===== src/rtl/wb_rr_arbiter.sv =====
// wb_rr_arbiter: round-robin Wishbone arbiter for NUM_MASTERS masters and one
// shared slave bus. A master keeps the bus for as long as it holds cyc, so
// locked multi-transfer sequences are not split. The slave's request signals
// are muxed from the granted master, and responses go back to that master only.
// A per-transfer watchdog forces err on a strobe that nobody answers.
//
// Handshake: a transfer is live while s_cyc_o & s_stb_o are high. It
// completes in the cycle the slave raises exactly one of ack/err/rty.
// Responses count only while the granted master holds cyc and stb; at any
// other time (idle, stb low) they are dropped. A response seen in a cycle
// with no live request is discarded and reaches no master.
module wb_rr_arbiter #(
  parameter int NUM_MASTERS = 4,
  parameter int DATA_WIDTH  = 128,
  parameter int ADDR_WIDTH  = 32,
  parameter int SEL_WIDTH   = DATA_WIDTH / 8,
  parameter int TIMEOUT     = 64
) (
  input  logic                              clk,
  input  logic                              rst,
  // master side
  input  logic [NUM_MASTERS*ADDR_WIDTH-1:0] m_adr_i,
  input  logic [NUM_MASTERS*DATA_WIDTH-1:0] m_dat_i,
  output logic [DATA_WIDTH-1:0]             m_dat_o,
  input  logic [NUM_MASTERS-1:0]            m_we_i,
  input  logic [NUM_MASTERS*SEL_WIDTH-1:0]  m_sel_i,
  input  logic [NUM_MASTERS-1:0]            m_stb_i,
  input  logic [NUM_MASTERS-1:0]            m_cyc_i,
  output logic [NUM_MASTERS-1:0]            m_ack_o,
  output logic [NUM_MASTERS-1:0]            m_err_o,
  output logic [NUM_MASTERS-1:0]            m_rty_o,
  // slave side
  output logic [ADDR_WIDTH-1:0]             s_adr_o,
  output logic [DATA_WIDTH-1:0]             s_dat_o,
  input  logic [DATA_WIDTH-1:0]             s_dat_i,
  output logic                              s_we_o,
  output logic [SEL_WIDTH-1:0]              s_sel_o,
  output logic                              s_stb_o,
  output logic                              s_cyc_o,
  input  logic                              s_ack_i,
  input  logic                              s_err_i,
  input  logic                              s_rty_i,
  // status
  output logic [NUM_MASTERS-1:0]            grant_o
);

  localparam int IDX_W = (NUM_MASTERS > 1) ? $clog2(NUM_MASTERS) : 1;

  typedef enum logic {
    IDLE    = 1'b0,
    GRANTED = 1'b1
  } state_t;

  // Arbiter state. g_q is the granted master. last_q is the most recent
  // winner, so the rotation puts the master just served at the back of the
  // queue. grant_q is the registered one-hot copy of g_q and reads all zero
  // when the arbiter is idle.
  state_t                 state_q;
  logic [IDX_W-1:0]       g_q;
  logic [IDX_W-1:0]       last_q;
  logic [NUM_MASTERS-1:0] grant_q;

  // Round-robin search result
  logic                   arb_found;
  logic [IDX_W-1:0]       arb_idx;
  int                     cand;
  logic [IDX_W-1:0]       cand_idx;

  // Signals of the currently granted master
  logic                   is_granted;
  logic                   cur_cyc;
  logic                   cur_stb;
  logic                   cur_we;
  logic [ADDR_WIDTH-1:0]  cur_adr;
  logic [DATA_WIDTH-1:0]  cur_dat;
  logic [SEL_WIDTH-1:0]   cur_sel;

  // Slave termination and watchdog interface
  logic                   slv_term;
  logic                   resp_ok;
  logic                   wd_fire;

  assign is_granted = (state_q == GRANTED);
  assign slv_term   = s_ack_i | s_err_i | s_rty_i;

  // Pick the first requester after last_q, wrapping modulo NUM_MASTERS. If
  // the granted master has just dropped cyc, last_q equals g_q, so that
  // master is tried last.
  always_comb begin
    arb_found = 1'b0;
    arb_idx   = last_q;
    cand      = 0;
    cand_idx  = '0;
    for (int i = 1; i <= NUM_MASTERS; i++) begin
      cand     = (int'(last_q) + i) % NUM_MASTERS;
      cand_idx = IDX_W'(cand);
      if (!arb_found && m_cyc_i[cand_idx]) begin
        arb_found = 1'b1;
        arb_idx   = cand_idx;
      end
    end
  end

  // Select the request signals of the granted master
  always_comb begin
    cur_cyc = m_cyc_i[g_q];
    cur_stb = m_stb_i[g_q];
    cur_we  = m_we_i[g_q];
    cur_adr = m_adr_i[g_q*ADDR_WIDTH +: ADDR_WIDTH];
    cur_dat = m_dat_i[g_q*DATA_WIDTH +: DATA_WIDTH];
    cur_sel = m_sel_i[g_q*SEL_WIDTH +: SEL_WIDTH];
  end

  // Arbiter FSM: take a grant from IDLE; hold it while the owner keeps cyc
  // high; when cyc drops, hand the bus over in the same edge or go idle.
  always_ff @(posedge clk) begin
    if (rst) begin
      state_q <= IDLE;
      g_q     <= '0;
      last_q  <= IDX_W'(NUM_MASTERS - 1);
      grant_q <= '0;
    end else begin
      case (state_q)
        IDLE: begin
          if (arb_found) begin
            state_q <= GRANTED;
            g_q     <= arb_idx;
            last_q  <= arb_idx;
            grant_q <= {{(NUM_MASTERS-1){1'b0}}, 1'b1} << arb_idx;
          end
        end
        GRANTED: begin
          if (!cur_cyc) begin
            if (arb_found) begin
              g_q     <= arb_idx;
              last_q  <= arb_idx;
              grant_q <= {{(NUM_MASTERS-1){1'b0}}, 1'b1} << arb_idx;
            end else begin
              state_q <= IDLE;
              grant_q <= '0;
            end
          end
        end
        default: begin
          state_q <= IDLE;
          grant_q <= '0;
        end
      endcase
    end
  end

  // Watchdog. cnt_q counts strobe cycles in a row that had no answer. When
  // the next strobe cycle would be number TIMEOUT, fire_q is set for that
  // cycle. That cycle's strobe is withdrawn and the master gets err instead.
  // A TIMEOUT of 1 acts like 2, because the forced-err cycle is registered.
  generate
    if (TIMEOUT > 0) begin : g_wd
      localparam int CW      = $clog2(TIMEOUT + 1);
      localparam int FIRE_AT = (TIMEOUT > 1) ? TIMEOUT - 1 : 1;

      logic [CW-1:0] cnt_q;
      logic [CW-1:0] cnt_d;
      logic          fire_q;
      logic          fire_d;

      // Next count: grows on an unanswered live strobe; any other cycle
      // (termination, stb low, handover, or the fire cycle itself) clears it
      always_comb begin
        cnt_d  = '0;
        fire_d = 1'b0;
        if (is_granted && cur_cyc && cur_stb && !fire_q && !slv_term) begin
          cnt_d = cnt_q + 1'b1;
          if (cnt_d == CW'(FIRE_AT)) begin
            fire_d = 1'b1;
          end
        end
      end

      // Watchdog registers
      always_ff @(posedge clk) begin
        if (rst) begin
          cnt_q  <= '0;
          fire_q <= 1'b0;
        end else begin
          cnt_q  <= cnt_d;
          fire_q <= fire_d;
        end
      end

      assign wd_fire = fire_q;
    end else begin : g_no_wd
      assign wd_fire = 1'b0;
    end
  endgenerate

  // Responses count only while the owner presents a transfer
  assign resp_ok = is_granted & cur_cyc & cur_stb;

  // Drive the slave port from the owner and route responses back to it only.
  // A real slave response in the watchdog cycle takes priority over the
  // forced err.
  always_comb begin
    s_cyc_o = 1'b0;
    s_stb_o = 1'b0;
    s_we_o  = 1'b0;
    s_adr_o = '0;
    s_dat_o = '0;
    s_sel_o = '0;
    m_ack_o = '0;
    m_err_o = '0;
    m_rty_o = '0;
    if (is_granted) begin
      s_cyc_o      = cur_cyc;
      s_stb_o      = cur_stb & ~wd_fire;
      s_we_o       = cur_we;
      s_adr_o      = cur_adr;
      s_dat_o      = cur_dat;
      s_sel_o      = cur_sel;
      m_ack_o[g_q] = resp_ok & s_ack_i;
      m_rty_o[g_q] = resp_ok & s_rty_i;
      m_err_o[g_q] = (resp_ok & s_err_i)
                   | (wd_fire & ~(resp_ok & (s_ack_i | s_rty_i)));
    end
  end

  assign m_dat_o = s_dat_i;
  assign grant_o = grant_q;

endmodule


===== config.mk =====
export PLATFORM = sky130hd
export DESIGN_NAME = wb_rr_arbiter
export DESIGN_NICKNAME = d
export VERILOG_FILES = /design/src/rtl/wb_rr_arbiter.sv
export SDC_FILE = /design/constraint.sdc
export NUM_CORES = 1
export LEC_CHECK = 0
export ABC_AREA = 1
export BUFFER_PORTS_ARGS = -buffer_cell sky130_fd_sc_hd__buf_2
export CORE_AREA = 2 2 457 459
export CTS_BUF_LIST = sky130_fd_sc_hd__clkbuf_4 sky130_fd_sc_hd__clkbuf_8
export CTS_CLUSTER_SIZE = 25
export DETAILED_ROUTE_END_ITERATION = 8
export DIE_AREA = 0 0 459 461
export GPL_TIMING_DRIVEN = 1
export HOLD_SLACK_MARGIN = 0.1
export PLACE_DENSITY = 0.3
export SYNTH_ARGS = -nofsm -noshare
export SYNTH_HDL_FRONTEND = slang
export SYNTH_SLANG_ARGS = --single-unit

===== constraint.sdc =====
create_clock -name clk -period 1.6 [get_ports clk]
set_input_delay 0.16 -clock clk [delete_from_list [all_inputs] [get_ports clk]]
set_output_delay 0.16 -clock clk [all_outputs]
set_load 0.05 [all_outputs]

==> flow_summary_export.csv <==
group,metric,value,unit
worst_setup_path,cp-end-kind,"output port",
layout,drive_above_1_share,82.2,%
clocking,clk_pin_slew_worst_paths,0.07,ns
worst_setup_path,reg2reg_depth,12,
placed_design,placedInstanceArea,18500,sq um
yosys,synth_largest_area_cell,"a22oi_1",
sta,worst_slew_margin_rel,59.3,%
sta,fmax,445,MHz
min_path,timing.hold.worst_endpoint,"g_q[0]",
drt,detailedRoute.firstPassIterationCount,6,
floorplanning,die_x,459,um
sta,setup_repair_after_global_routing_missed_its_margin,"true",
clocking,cts_num_sinks,17,
drt,ant_nets,0,
grt,number_of_global_route_vias_before_repair,12600,
clocking,cts_tree,"built",
min_path,hold_path_depth,2,
drt,vias,12600,
layout,final_area,21100,sq um
min_path,hp-start,"rst",
floorplanning,io_pins,1172,
sta,final_critical_path_setup_slack,-0.645,ns
clocking,clk-insertion-delay-late,0.25,ns
grt,grt_start_max_net_pins,39,
grt,globalRouteOverflowTotal,0,
floorplanning,coreArea,206000,sq um
drt,wl,135,mm
drt,routed_wire_length_per_instance,29.4,um
sta,period_utilization_post_route,140,%
sta,skew,0.00651,ns
run,timing.max_cap.violations,0,
worst_setup_path,timing_worst_setup_path_type,"flop to output port",
yosys,synth.ff_latch_count,17,
floorplanning,placement_rows,167,
floorplanning,floorplan.initialDensity,2.90,%
layout,most_common_library_cell_in_the_layout_ignoring_fill_and_taps,"buf_2",
placed_design,io_buffers,915,
clocking,clockRootBuffer,"clkbuf_8",
grt,globalRouteTotalUtil,11.2,%
layout,sequential_cell_area,348,sq um
drt,viasPerCell,2.76,
placed_design,placedCellCount,4503,
worst_setup_path,worst_r2r_startpoint,"last_q[0]",
floorplanning,dieHeight,461,um
power_and_ir_drop,ir_drop,0.000734,V
yosys,yosys.cell_types.count,27,
worst_setup_path,timing.rr.end,"grant_o[1]",
yosys,top_area_cell_type_share_of_the_netlist_area,44.6,%
placed_design,placer_congestion,0.862,
layout,multi_input_area,6930,sq um
yosys,synth_seq_area_share,5.68,%
yosys,mappedNetlistArea,5990,sq um
layout,final_cells,4585,
status,violations,"negative setup slack",
yosys,synth_area_leaders,"a22oi_1, buf_4, a21oi_1",
power_and_ir_drop,cell_pwr_density,1750,nW/um^2
placed_design,post_placement_worst_setup_slack,-0.828,ns
yosys,synth_cells,927,
drt,drt_iter0_drc,676,
yosys,syn-mean-instance-area,6.47,sq um
worst_setup_path,startpoint_type,"flop",
worst_setup_path,arrival,2.08,ns
sta,worstMarginPinSlew,0.611,ns
yosys,number_of_nets_in_the_synthesized_netlist,1778,
layout,areaGrowthSynthToFinish,252,%
grt,initial_antenna_violation_count,74,
sta,timing.final.setup_violations,207,
clocking,cts_inserted_buffers,3,
sta,timing.final.hold_violations,0,
floorplanning,die_area,212000,sq um
layout,num-fill-cells,24000,
power_and_ir_drop,cellLeakagePower,7.66,nW
sta,final_max_slew_viol_count,0,
worst_setup_path,crit_path_max_fanout,14,
worst_setup_path,worst_ep_required_time,1.44,ns
drt,post-route-drc-count,0,
placed_design,detailed_place_hpwl,114,mm
yosys,yosysWarnings,0,
worst_setup_path,timing.reg2reg.setup_slack,-0.18,ns
grt,grt_first_pass_wirelength,151,mm
layout,finish.net_count,2722,
layout,mostFrequentLayoutCells,"buf_2, buf_12, a22oi_1",
sta,finalCriticalPeriod,2.24,ns
clocking,clock_path_buffers,2,
clocking,cts_htree_levels,1,
min_path,hold_class,"primary input to flop",
status,run_status,"complete, but fails checks",
[per-layer routing]
| layer | global-route usage, % | share of wire, % | vias up |
|---|---|---|---|
| li1 | - | - | 5396 |
| met1 | 13.2 | 40 | 6063 |
| met2 | 18.4 | 45 | 857 |
| met3 | 5.26 | 12 | 274 |
| met4 | 2.50 | 2.9 | 42 |
| met5 | 0 | 0.21 | - |
[worst max path at each step]
stage | slack [ns] | startpoint | end
2_1_floorplan | -0.34 | g_q[1] | m_ack_o[0]
3_3_place_gp | -0.83 | g_q[0] | s_dat_o[25]
3_5_place_dp | -0.83 | g_q[0] | s_dat_o[25]
4_1_cts | -0.67 | g_q[1] | s_adr_o[18]
5_1_grt | -0.73 | g_q[0] | m_err_o[2]
6_report | -0.64 | g_q[0] | s_dat_o[99]
[worst max-delay path, cell delays in order, from the launching register on]
cell       delay, ns
dfxtp_4         0.38
inv_4           0.08
nand2_4         0.07
clkinv_8        0.08
buf_4           0.19
clkbuf_16       0.20
buf_16          0.16
a22oi_2         0.07
buf_4           0.14
a21oi_4         0.23
buf_12          0.18
[kinds of logic (layout without fill, tap and decap cells)]
family / after synthesis / count (layout) / share of synthesized area (%)
AO/OA/AOI/OAI: 550 / 550 / 61.0
buffers and inverters: 246 / 1189 / 24.4
AND/OR/NAND/NOR: 108 / 108 / 7.93
flip-flops: 17 / 17 / 5.68
XOR/XNOR: 4 / 4 / 0.585
adder cells (fa/ha/maj): 2 / 2 / 0.417
other: 0 / 11 / 0
[report_power, final]
| group | internal [mW] | total, mW | switching [mW] |
|---|---|---|---|
| Combinational | 14.3 | 35.9 | 21.6 |
| Clock | 0.194 | 0.342 | 0.148 |
| Sequential | 0.523 | 0.631 | 0.108 |
| Total | 15.0 | 36.9 | 21.9 |
[repair_timing]
action | CTS | global route
cloned | 5 | 20
resized for setup | 112 | 216
endpoints found under the setup margin | 204 | 208
hold buffers | 0 | 0
buffers inserted | 12 | 36
pin swaps | 23 | 71
hold endpoints to repair | 0 | 0
[stage by stage]
| step | util [%] | total power, mW | hold slack (ns) | TNS [ns] |
|---|---|---|---|---|
| floorplan | - | 16.0 | 0.397 | -17.42 |
| global placement | 8.97 | 32.1 | 0.320 | -56.45 |
| detailed placement | 8.97 | 32.0 | 0.320 | -53.50 |
| CTS | 9.37 | 33.9 | 0.205 | -105.18 |
| global route | 10.2 | 38.9 | 0.222 | -122.81 |
| finish | 10.2 | 36.9 | 0.205 | -104.67 |
[flip-flops by register name, indices dropped and copies added, names as in the netlist]
signal and cells:
g_wd.fire_q 1, last_q 2, g_wd.cnt_q 7, g_q 2, is_granted 1, grant_o 4
[synth_stat cells]
| library cell | number |
|---|---|
| buf_1 | 5 |
| nand2_2 | 3 |
| o211ai_1 | 2 |
| nand3_2 | 1 |
| a211oi_2 | 1 |
| inv_2 | 7 |
| nand3_1 | 19 |
| nor2_4 | 1 |
| a21oi_1 | 189 |
| nor3b_1 | 1 |
| nor2_2 | 3 |
| buf_2 | 44 |
| buf_4 | 129 |
| a22oi_1 | 356 |
| xnor2_1 | 2 |
| clkbuf_1 | 48 |
| xor2_1 | 2 |
| nand4_1 | 1 |
| nor3_1 | 4 |
| nand2_1 | 55 |
| inv_1 | 13 |
| nand3b_1 | 1 |
| nor2_1 | 18 |
| ha_1 | 2 |
| o21ai_0 | 2 |
| dfxtp_1 | 17 |
| or2_2 | 1 |
[area by class of cell]
cell class                 count  share of cell area (%)
sequential                    17                    1.65
antenna                       11                   0.131
multi-input combinational    664                    32.9
tap                         2704                    16.0
inverter                      20                   0.522
clock buffer                   4                   0.231
timing repair buffer        1165                    48.6
Note: power is estimated with default switching activity, not from simulation.
